**src/rtl/priority_resolver_nested.sv**
```systemverilog
// Fully-nested PIC priority resolver: winner selection, two-pulse INTA FSM, ISR and EOI.
// Optional AUTO_EOI_EN: clear the in-service bit automatically as the 2nd INTA ends.
module priority_resolver_nested #(
    parameter int N     = 8,
    parameter int LVL_W = 3
) (
    input  logic             clk,
    input  logic             reset,
    input  logic [N-1:0]     irr,
    input  logic [N-1:0]     imr,
    input  logic             rotate_mode,
    input  logic             inta_n,
    input  logic             eoi,
    input  logic             eoi_specific,
    input  logic [LVL_W-1:0] eoi_level,
    output logic             int_out,
    output logic [N-1:0]     isr,
    output logic [N-1:0]     clr_irr,
    output logic [LVL_W-1:0] vector,
    output logic             vector_valid
);

    localparam int RW = LVL_W + 1;

    localparam logic [1:0] S_IDLE = 2'd0;
    localparam logic [1:0] S_ACK1 = 2'd1;
    localparam logic [1:0] S_GAP  = 2'd2;
    localparam logic [1:0] S_ACK2 = 2'd3;

    localparam logic [N-1:0] ONE = {{(N-1){1'b0}}, 1'b1};

    // Rank of the highest-priority set bit; N when nothing is set.
    function automatic logic [RW-1:0] find_rank(input logic [N-1:0] v,
                                                input logic [LVL_W-1:0] b);
        logic [RW-1:0] r;
        int            idx;
        r = RW'(N);
        for (int k = N - 1; k >= 0; k--) begin
            idx = int'(b) + k;
            if (idx >= N) idx = idx - N;
            if (v[idx]) r = RW'(k);
        end
        return r;
    endfunction

    function automatic logic [LVL_W-1:0] rank_to_lvl(input logic [RW-1:0] r,
                                                     input logic [LVL_W-1:0] b);
        int idx;
        idx = int'(b) + int'(r);
        if (idx >= N) idx = idx - N;
        return LVL_W'(idx);
    endfunction

    function automatic logic [LVL_W-1:0] next_base(input logic [LVL_W-1:0] lvl);
        int idx;
        idx = int'(lvl) + 1;
        if (idx >= N) idx = 0;
        return LVL_W'(idx);
    endfunction

    logic [1:0]       state_q, state_d;
    logic             inta_q;
    logic [LVL_W-1:0] lvl_q, lvl_d;
    logic [N-1:0]     isr_q, isr_d;
    logic [N-1:0]     clr_irr_q, clr_irr_d;
    logic             int_out_q, int_out_d;
    logic [LVL_W-1:0] vector_q, vector_d;
    logic             vv_q, vv_d;
    logic [LVL_W-1:0] base_q, base_d;

    logic [LVL_W-1:0] eff_base;
    logic [N-1:0]     req;
    logic [RW-1:0]    cand_rank, isr_rank;
    logic             win;
    logic [LVL_W-1:0] win_lvl, isr_top_lvl;
    logic             fall, rise;
    logic             clr_hit;
    logic [LVL_W-1:0] clr_lvl;
    logic [N-1:0]     clr_mask, set_mask;

    always_comb begin
        eff_base    = rotate_mode ? base_q : '0;
        req         = irr & ~imr;
        cand_rank   = find_rank(req, eff_base);
        isr_rank    = find_rank(isr_q, eff_base);
        win         = cand_rank < isr_rank;
        win_lvl     = rank_to_lvl(cand_rank, eff_base);
        isr_top_lvl = rank_to_lvl(isr_rank, eff_base);
        fall        = inta_q & ~inta_n;
        rise        = ~inta_q & inta_n;
    end

    // ISR clear source: EOI command in IDLE, or the automatic clear at end of ACK2.
    always_comb begin
        clr_hit = 1'b0;
        clr_lvl = '0;
        if (state_q == S_IDLE && eoi) begin
            if (eoi_specific) begin
                if (int'(eoi_level) < N && isr_q[eoi_level]) begin
                    clr_hit = 1'b1;
                    clr_lvl = eoi_level;
                end
            end else if (isr_rank < RW'(N)) begin
                clr_hit = 1'b1;
                clr_lvl = isr_top_lvl;
            end
        end
`ifdef AUTO_EOI_EN
        if (state_q == S_ACK2 && rise && isr_q[lvl_q]) begin
            clr_hit = 1'b1;
            clr_lvl = lvl_q;
        end
`endif
        clr_mask = clr_hit ? (ONE << clr_lvl) : '0;
    end

    always_comb begin
        state_d   = state_q;
        lvl_d     = lvl_q;
        set_mask  = '0;
        clr_irr_d = '0;
        vector_d  = vector_q;
        vv_d      = vv_q;
        int_out_d = 1'b0;
        case (state_q)
            S_IDLE: begin
                int_out_d = win;
                if (fall) begin
                    int_out_d = 1'b0;
                    state_d   = S_ACK1;
                    if (win) begin
                        lvl_d     = win_lvl;
                        set_mask  = ONE << win_lvl;
                        clr_irr_d = ONE << win_lvl;
                    end else begin
                        // request withdrew before the acknowledge: spurious level
                        lvl_d = LVL_W'(N - 1);
                    end
                end
            end
            S_ACK1: if (rise) state_d = S_GAP;
            S_GAP: begin
                if (fall) begin
                    state_d  = S_ACK2;
                    vector_d = lvl_q;
                    vv_d     = 1'b1;
                end
            end
            default: begin
                if (rise) begin
                    state_d = S_IDLE;
                    vv_d    = 1'b0;
                end
            end
        endcase
        isr_d  = (isr_q & ~clr_mask) | set_mask;
        base_d = base_q;
        if (!rotate_mode) base_d = '0;
        else if (clr_hit) base_d = next_base(clr_lvl);
    end

    always_ff @(posedge clk or posedge reset) begin
        if (reset) begin
            state_q   <= S_IDLE;
            inta_q    <= 1'b1;
            lvl_q     <= '0;
            isr_q     <= '0;
            clr_irr_q <= '0;
            int_out_q <= 1'b0;
            vector_q  <= '0;
            vv_q      <= 1'b0;
            base_q    <= '0;
        end else begin
            state_q   <= state_d;
            inta_q    <= inta_n;
            lvl_q     <= lvl_d;
            isr_q     <= isr_d;
            clr_irr_q <= clr_irr_d;
            int_out_q <= int_out_d;
            vector_q  <= vector_d;
            vv_q      <= vv_d;
            base_q    <= base_d;
        end
    end

    assign int_out      = int_out_q;
    assign isr          = isr_q;
    assign clr_irr      = clr_irr_q;
    assign vector       = vector_q;
    assign vector_valid = vv_q;

endmodule

```
**config.mk**
```make
export PLATFORM = sky130hd
export DESIGN_NAME = priority_resolver_nested
export DESIGN_NICKNAME = d
export VERILOG_FILES = /design/src/rtl/priority_resolver_nested.sv
export SDC_FILE = /design/constraint.sdc
export NUM_CORES = 1
export LEC_CHECK = 0
export ABC_AREA = 1
export BUFFER_PORTS_ARGS = -buffer_cell sky130_fd_sc_hd__clkbuf_2
export CORE_MARGIN = 8
export CORE_UTILIZATION = 50
export CTS_CLUSTER_SIZE = 40
export DETAILED_ROUTE_END_ITERATION = 6
export HOLD_SLACK_MARGIN = 0.15
export MAX_ROUTING_LAYER = met4
export PLACE_DENSITY = 0.73
export SLEW_MARGIN = 20
export SYNTH_ARGS = -nofsm -noshare
export SYNTH_HDL_FRONTEND = slang
export SYNTH_SLANG_ARGS = --single-unit
```
**constraint.sdc**
```tcl
create_clock -name clk -period 3.6 [get_ports clk]
set_input_delay 0.72 -clock clk [delete_from_list [all_inputs] [get_ports clk]]
set_output_delay 0.72 -clock clk [all_outputs]
set_load 0.05 [all_outputs]
```
==> impl_metrics.py, run 1 <==
metrics = {
    "run_status": {
        "status": "finished, final reports clean",
    },
    "clock_network": {
        "cts.sinks": 30,
        "cts_root_buf": "clkbuf_8",
        "cts_tree": "done",
        "cts_hold_buf": 0,
        "cts_htree_levels": 2,
        "clkTransAtPathRegs_ns": 0.06,
        "cts_inserted_buffers": 5,
        "clkLatencyLatePin_ns": 0.28,
        "clockBufferDepth": 2,
    },
    "routing": {
        "avgRoutedWirePerCell_um": 12.2,
        "via_count": 2923,
        "drt_iter0_markers": 116,
        "viasPerCell": 5.03,
        "drc": 0,
        "first_pass_iters": 4,
        "wirelength_mm": 7.10,
        "antenna_left": 0,
    },
    "power_and_ir_drop": {
        "p_leak_nw": 2.04,
        "switchingPower_mw": 1.23,
        "intPower_mw": 1.09,
        "vdd_drop_max_mv": 0.452,
        "powerDensity_nw_per_um2": 691,
        "switching_share": 0.529,
        "p_comb_frac": 0.664,
        "p_clk_frac": 0.120,
        "p_seq_frac": 0.216,
    },
    "sta": {
        "finalCriticalPeriod_ns": 3.41,
        "slew_viol_final": 0,
        "setup_viol": 0,
        "worstMarginPinSlew_ns": 0.595,
        "maxSlewHeadroom": 0.602,
        "layout_setup_ws_ns": 0.188,
        "fmax_ghz": 0.293,
        "rsz0062_at_grt": "no",
        "post-route-period-util": 0.948,
        "fin_worst_skew_ns": 0.00428,
        "fin_hold_ws_ns": 0.485,
        "fin_tns_setup_ns": 0,
        "hold_viol": 0,
    },
    "setup_path": {
        "arrival_ns": 3.59,
        "cp_max_fo": 7,
        "critical_path_class": "input port to register",
        "required_ns": 3.78,
        "crit_family": "simple AND/OR/NAND/NOR gates",
        "crit_buf_inv": 5,
        "crit_path_max_incr_delay_ns": 0.50,
        "critPathSlowestCell": "fa_1",
        "cpMostUsedCell": "nand2_1",
        "worstSetupEndpointType": "register",
        "setup.worst_path.start_class": "input port",
    },
    "placement": {
        "dpl.hpwl_mm": 5.81,
        "gp_congestion": 0.904,
        "portBuffers": 45,
        "dpl_worst_slack_ns": -0.206,
    },
    "die": {
        "fp-row-count": 27,
        "die_y_um": 89.7,
        "die_w_um": 89.7,
        "die_area_um2": 8050,
        "fp.coreArea_um2": 5370,
        "start_util": 0.506,
        "pin_count": 46,
    },
    "synth": {
        "yosysWarningCount": 0,
        "ys.flop_type": "dfrtp_1",
        "syn_nets": 477,
        "synth_edf_count": 0,
        "async_flop_share": 1.00,
        "yosysTopAreaCell": "dfrtp_1",
        "syn_inst": 436,
        "syn_avg_cell_area_um2": 6.23,
        "ys_seq_elements": 30,
        "synth_area_leaders": "dfrtp_1, nand2_1, inv_1",
        "ys_seq_area_frac": 0.277,
        "synthDistinctLibCells": 33,
        "syn_area_um2": 2720,
        "synth_top_area_frac": 0.267,
    },
    "finish": {
        "n_antenna_cell": 0,
        "layout_common_cells": "nand2_1, inv_1, nand3_1, clkbuf_2",
        "fin_nets": 549,
        "fin_util": 0.625,
        "final_common_cell": "nand2_1",
        "area_growth_pct": 23.5,
        "drive_above_1_share": 0.224,
    },
    "grt": {
        "grtUsageTotal": 0.181,
        "grt_pass1_vias": 2810,
        "antenna_found_initial": 0,
        "grt_pass1_wl_mm": 12.2,
        "grt-ovfl-total": 0,
        "grt_start_max_net_pins": 31,
    },
    "worst_hold_path": {
        "hold_path_class": "input port to asynchronous set/reset pin",
    },
    "job": {
        "max_cap_violations": 0,
    },
}
## state kept, by name (all words and copies together), names as in the netlist
register,flops
vector_valid,1
state_q,2
vector,3
inta_q,1
isr,8
clr_irr,8
lvl_q,3
base_q,3
int_out,1
## power by group through the flow
| stage | Combinational [mW] | Sequential, mW | Clock, mW |
|---|---|---|---|
| after floorplan | 0.951 | 0.709 | 0 |
| after global placement | 1.48 | 0.504 | 0 |
| after detailed placement | 1.51 | 0.506 | 0 |
| after CTS | 1.52 | 0.500 | 0.282 |
| after global routing | 1.72 | 0.510 | 0.293 |
| final | 1.54 | 0.501 | 0.278 |
## worst paths after layout
kind,from,to,slack (ns),cells after the start
setup / recovery,rotate_mode,base_q[2],0.19,25
min in group clk,vector[0],vector[0],0.49,2
hold / removal,reset,base_q[2],0.49,2
hold reg to reg,vector[0],vector[0],0.49,2
setup reg to reg,base_q[0],base_q[2],0.30,25
max in group asynchronous,reset,vector[2],2.72,2
## cells by family after synthesis
kind of cell / count (synthesis) / share of synthesized area
AND/OR/NAND/NOR: 254 / 0.397
buffers and inverters: 79 / 0.123
AO/OA/AOI/OAI: 51 / 0.107
flip-flops: 30 / 0.277
adder cells (fa/ha/maj): 16 / 0.0765
XOR/XNOR: 5 / 0.0161
multiplexers: 1 / 0.00415
## cell type report
cell class	instances	area, um^2
clock buffers	6	82.6
clock inverters	2	12.5
fillers	508	2020
inverters	69	264
multi-input cells	327	1690
flip-flops and latches	30	752
well taps	72	90.1
repair buffers	75	463
## synth_stat cells, types with 3 or more instances
cell type,n
buf_2,3
nor2_1,21
a21oi_1,10
ha_1,15
inv_2,7
nand4_1,10
o21ai_1,8
inv_1,62
o21ai_0,20
xor2_1,4
dfrtp_1,29
buf_6,4
nand2_1,167
nand3_1,45
nand2_2,4
## through the flow
stage / power (mW) / cells / instance area (um^2)
6_report: 2.32 / 581 / 3360
5_1_grt: 2.52 / 581 / 3360
4_1_cts: 2.30 / 580 / 3300
3_5_place_dp: 2.02 / 572 / 3210
3_3_place_gp: 1.98 / 572 / 3210
2_1_floorplan: 1.66 / 436 / 2740
## routing by layer
layer | vias to the layer above | track usage | wire, um
met5 | - | - | 0
li1 | 1523 | - | -
met2 | 76 | 0.311 | 3420
met1 | 1309 | 0.197 | 3070
met3 | 15 | 0.0416 | 416
met4 | 0 | 0.0733 | 188
## what timing repair did
item / CTS / global route
gates resized for setup: 0 / 10
setup endpoints to repair: 0 / 10
buffers inserted: 0 / 1
(Power assumes the default switching activity.)
==> inputs of run 2 (changes only) <==
ABC_AREA = unset   (was 1)
PLACE_DENSITY = 0.86   (was 0.73)
==> run 2 against run 1 <==
Against the previous run:
- critical path depth down 7
- largest cell class unchanged
- setup slack got worse by 0.58 ns
- the run now ends with negative setup slack left
- clock skew increased by 0.0053 ns
- worst hold slack improved by 0.011 ns
- synthesized cell count fell by 37%
==> impl_metrics.py, run 2 <==
metrics = {
    "run_status": {
        "status": "finished with violations",
        "violations": "negative setup slack",
    },
    "sta": {
        "hold_viol": 0,
        "rsz0062_at_grt": "yes",
        "setup_viol": 21,
        "slew_viol_final": 0,
        "worstMarginPinSlew_ns": 0.636,
        "finalCriticalPeriod_ns": 4.00,
        "maxSlewHeadroom": 0.575,
        "fin_worst_skew_ns": 0.00963,
        "post-route-period-util": 1.11,
        "fmax_ghz": 0.250,
        "layout_setup_ws_ns": -0.396,
    },
    "die": {
        "die_y_um": 92.6,
        "start_util": 0.507,
        "die_area_um2": 8570,
        "fp.coreArea_um2": 5780,
        "die_w_um": 92.6,
        "pin_count": 46,
        "fp-row-count": 28,
    },
    "placement": {
        "dpl.hpwl_mm": 7.19,
        "dpl_worst_slack_ns": -0.724,
        "portBuffers": 45,
        "gp_congestion": 0.948,
    },
    "power_and_ir_drop": {
        "power_mw": 3.41,
        "p_leak_nw": 2.02,
        "vdd_drop_max_mv": 0.682,
        "powerDensity_nw_per_um2": 741,
    },
    "setup_path": {
        "crit_path_max_incr_delay_ns": 0.38,
        "cp_max_fo": 7,
        "setup.worst_path.start_class": "input port",
        "arrival_ns": 4.20,
        "reg2reg_depth": 17,
        "required_ns": 3.81,
        "path_cells": "clkbuf_16 > nand2_8 > clkinv_8 > mux2i_2 > mux4_2 > o21ai_2 > or2_1 > a21boi_2 > nand2_2 > fa_2 > xnor2_2 > nor2_2 > a22o_1 > a31oi_4 > or2_4 > ha_4 > nand3b_1 > o32ai_2",
        "worstSetupEndpointType": "register",
        "critPathSlowestCell": "mux4_2",
        "critical_path_class": "input port to register",
    },
    "grt": {
        "grtUsageTotal": 0.260,
        "grt_pass1_vias": 3266,
        "grt-ovfl-total": 0,
        "grt_start_max_net_pins": 31,
        "grt_pass1_wl_mm": 17.0,
        "antenna_found_initial": 0,
    },
    "finish": {
        "fill_cells": 289,
        "final_common_cell": "buf_4",
        "fin_nets": 446,
        "area_growth_pct": 56.8,
        "layout_common_cells": "buf_4, clkbuf_2, dfrtp_1",
        "drive_above_1_share": 0.594,
        "n_antenna_cell": 0,
    },
    "synth": {
        "ys_top_cells_by_count": "dfrtp_1, mux2i_1, mux4_2, nand2_1, inv_1",
        "ys_seq_area_frac": 0.256,
        "synth_edf_count": 0,
        "yosysTopAreaCell": "dfrtp_1",
        "synth_area_leaders": "dfrtp_1, mux4_2, mux2i_1",
        "synthDistinctLibCells": 63,
        "synth_top_area_frac": 0.247,
        "yosysMostFrequentCell": "dfrtp_1",
        "syn_avg_cell_area_um2": 10.6,
        "syn_nets": 317,
        "yosysWarningCount": 0,
        "ys.flop_type": "dfrtp_1",
        "async_flop_share": 1.00,
        "syn_area_um2": 2930,
        "syn_inst": 276,
        "ys_seq_elements": 30,
    },
    "clock_network": {
        "clkTransAtPathRegs_ns": 0.08,
        "cts_root_buf": "clkbuf_8",
        "cts_inserted_buffers": 5,
        "cts_hold_buf": 0,
        "cts_tree": "done",
        "cts.sinks": 30,
        "clockBufferDepth": 2,
        "cts_htree_levels": 2,
        "clkLatencyLatePin_ns": 0.29,
    },
    "worst_hold_path": {
        "hold_path_class": "input port to asynchronous set/reset pin",
    },
    "routing": {
        "wirelength_mm": 12.5,
        "first_pass_iters": 6,
        "antenna_left": 0,
        "via_count": 3296,
        "drt_iter0_markers": 392,
        "avgRoutedWirePerCell_um": 25.9,
        "viasPerCell": 6.85,
        "drc": 0,
    },
    "job": {
        "max_cap_violations": 0,
    },
}
-- run 2: changes by cell type in the layout (fill, tap and decap cells not counted), sizes merged, moves of 9 or more --
| cell | delta |
|---|---|
| nor2b | +11 |
| nand3 | -38 |
| mux4 | +22 |
| nor2 | -10 |
| mux2i | +22 |
| o21ai | -24 |
| a21oi | -9 |
| inv | -50 |
| nand2b | +9 |
| buf | +54 |
| nand2 | -149 |
-- run 2: final cells by class --
| type | instances | area (um^2) | area share |
|---|---|---|---|
| Inverter | 20 | 90.1 | 0.0196 |
| Sequential cell | 30 | 752 | 0.164 |
| Clock buffer | 6 | 82.6 | 0.0180 |
| Multi-Input combinational cell | 219 | 2540 | 0.553 |
| Timing Repair Buffer | 129 | 975 | 0.212 |
| Clock inverter | 2 | 60.1 | 0.0131 |
| Tap cell | 75 | 93.8 | 0.0204 |
-- run 2: final timing paths --
path | endpoint | slack [ns] | start
hold / removal | base_q[1] | 0.50 | reset
max in group asynchronous | state_q[1] | 2.68 | reset
setup reg to reg | base_q[2] | -0.37 | base_q[0]
hold reg to reg | vector[0] | 0.51 | vector[0]
setup / recovery | base_q[2] | -0.40 | rotate_mode
min in group clk | vector[0] | 0.51 | vector[0]
-- run 2: stage by stage --
stage / hold WS (ns) / setup TNS (ns) / utilization / instances / cell area [um^2]
floorplan: 0.466 / -1.50 / - / 276 / 3090
global route: 0.538 / -7.00 / 0.795 / 481 / 4600
global placement: 0.484 / -9.38 / 0.666 / 452 / 3850
detailed placement: 0.503 / -11.51 / 0.666 / 452 / 3850
CTS: 0.518 / -0.877 / 0.745 / 469 / 4310
finish: 0.496 / -5.07 / 0.795 / 481 / 4600
-- run 2: routing by layer --
metal	routed length, um	part of all wire	GRT usage
met5	0	0	-
met4	971	0.078	0.119
met3	1130	0.090	0.0502
met2	6220	0.50	0.456
met1	4160	0.33	0.277
-- run 2: cell families after synthesis --
logic type,count (synthesis),share of synthesized area
buffers and inverters,29,0.0491
xor gates and xnor gates,8,0.0354
AOI/OAI and AO/OA,47,0.128
adders and majority gates,16,0.0708
and+or+nand+nor,94,0.180
DFF,30,0.256
muxes,52,0.280
-- run 2: power breakdown --
| part | total [mW] | internal, mW | switching (mW) |
|---|---|---|---|
| sequential | 0.552 | 0.434 | 0.118 |
| clock | 0.444 | 0.295 | 0.149 |
| combinational | 2.41 | 1.04 | 1.37 |
| total | 3.41 | 1.77 | 1.64 |
-- run 2: repair_timing --
item | CTS | global route
gates resized for setup | 39 | 39
setup buffers | 7 | 13
hold endpoints to repair | 0 | 0
pin swaps | 19 | 21
cloned | 2 | 0
setup endpoints to repair | 21 | 21
-- run 2: critical path, delay by kind of cell --
family                   cells  cell delay [ns]
AND/OR/NAND/NOR              6             1.04
AO/OA/AOI/OAI                5             0.76
multiplexers                 2             0.70
adder cells (fa/ha/maj)      2             0.59
buffers and inverters        2             0.21
XOR/XNOR                     1             0.17
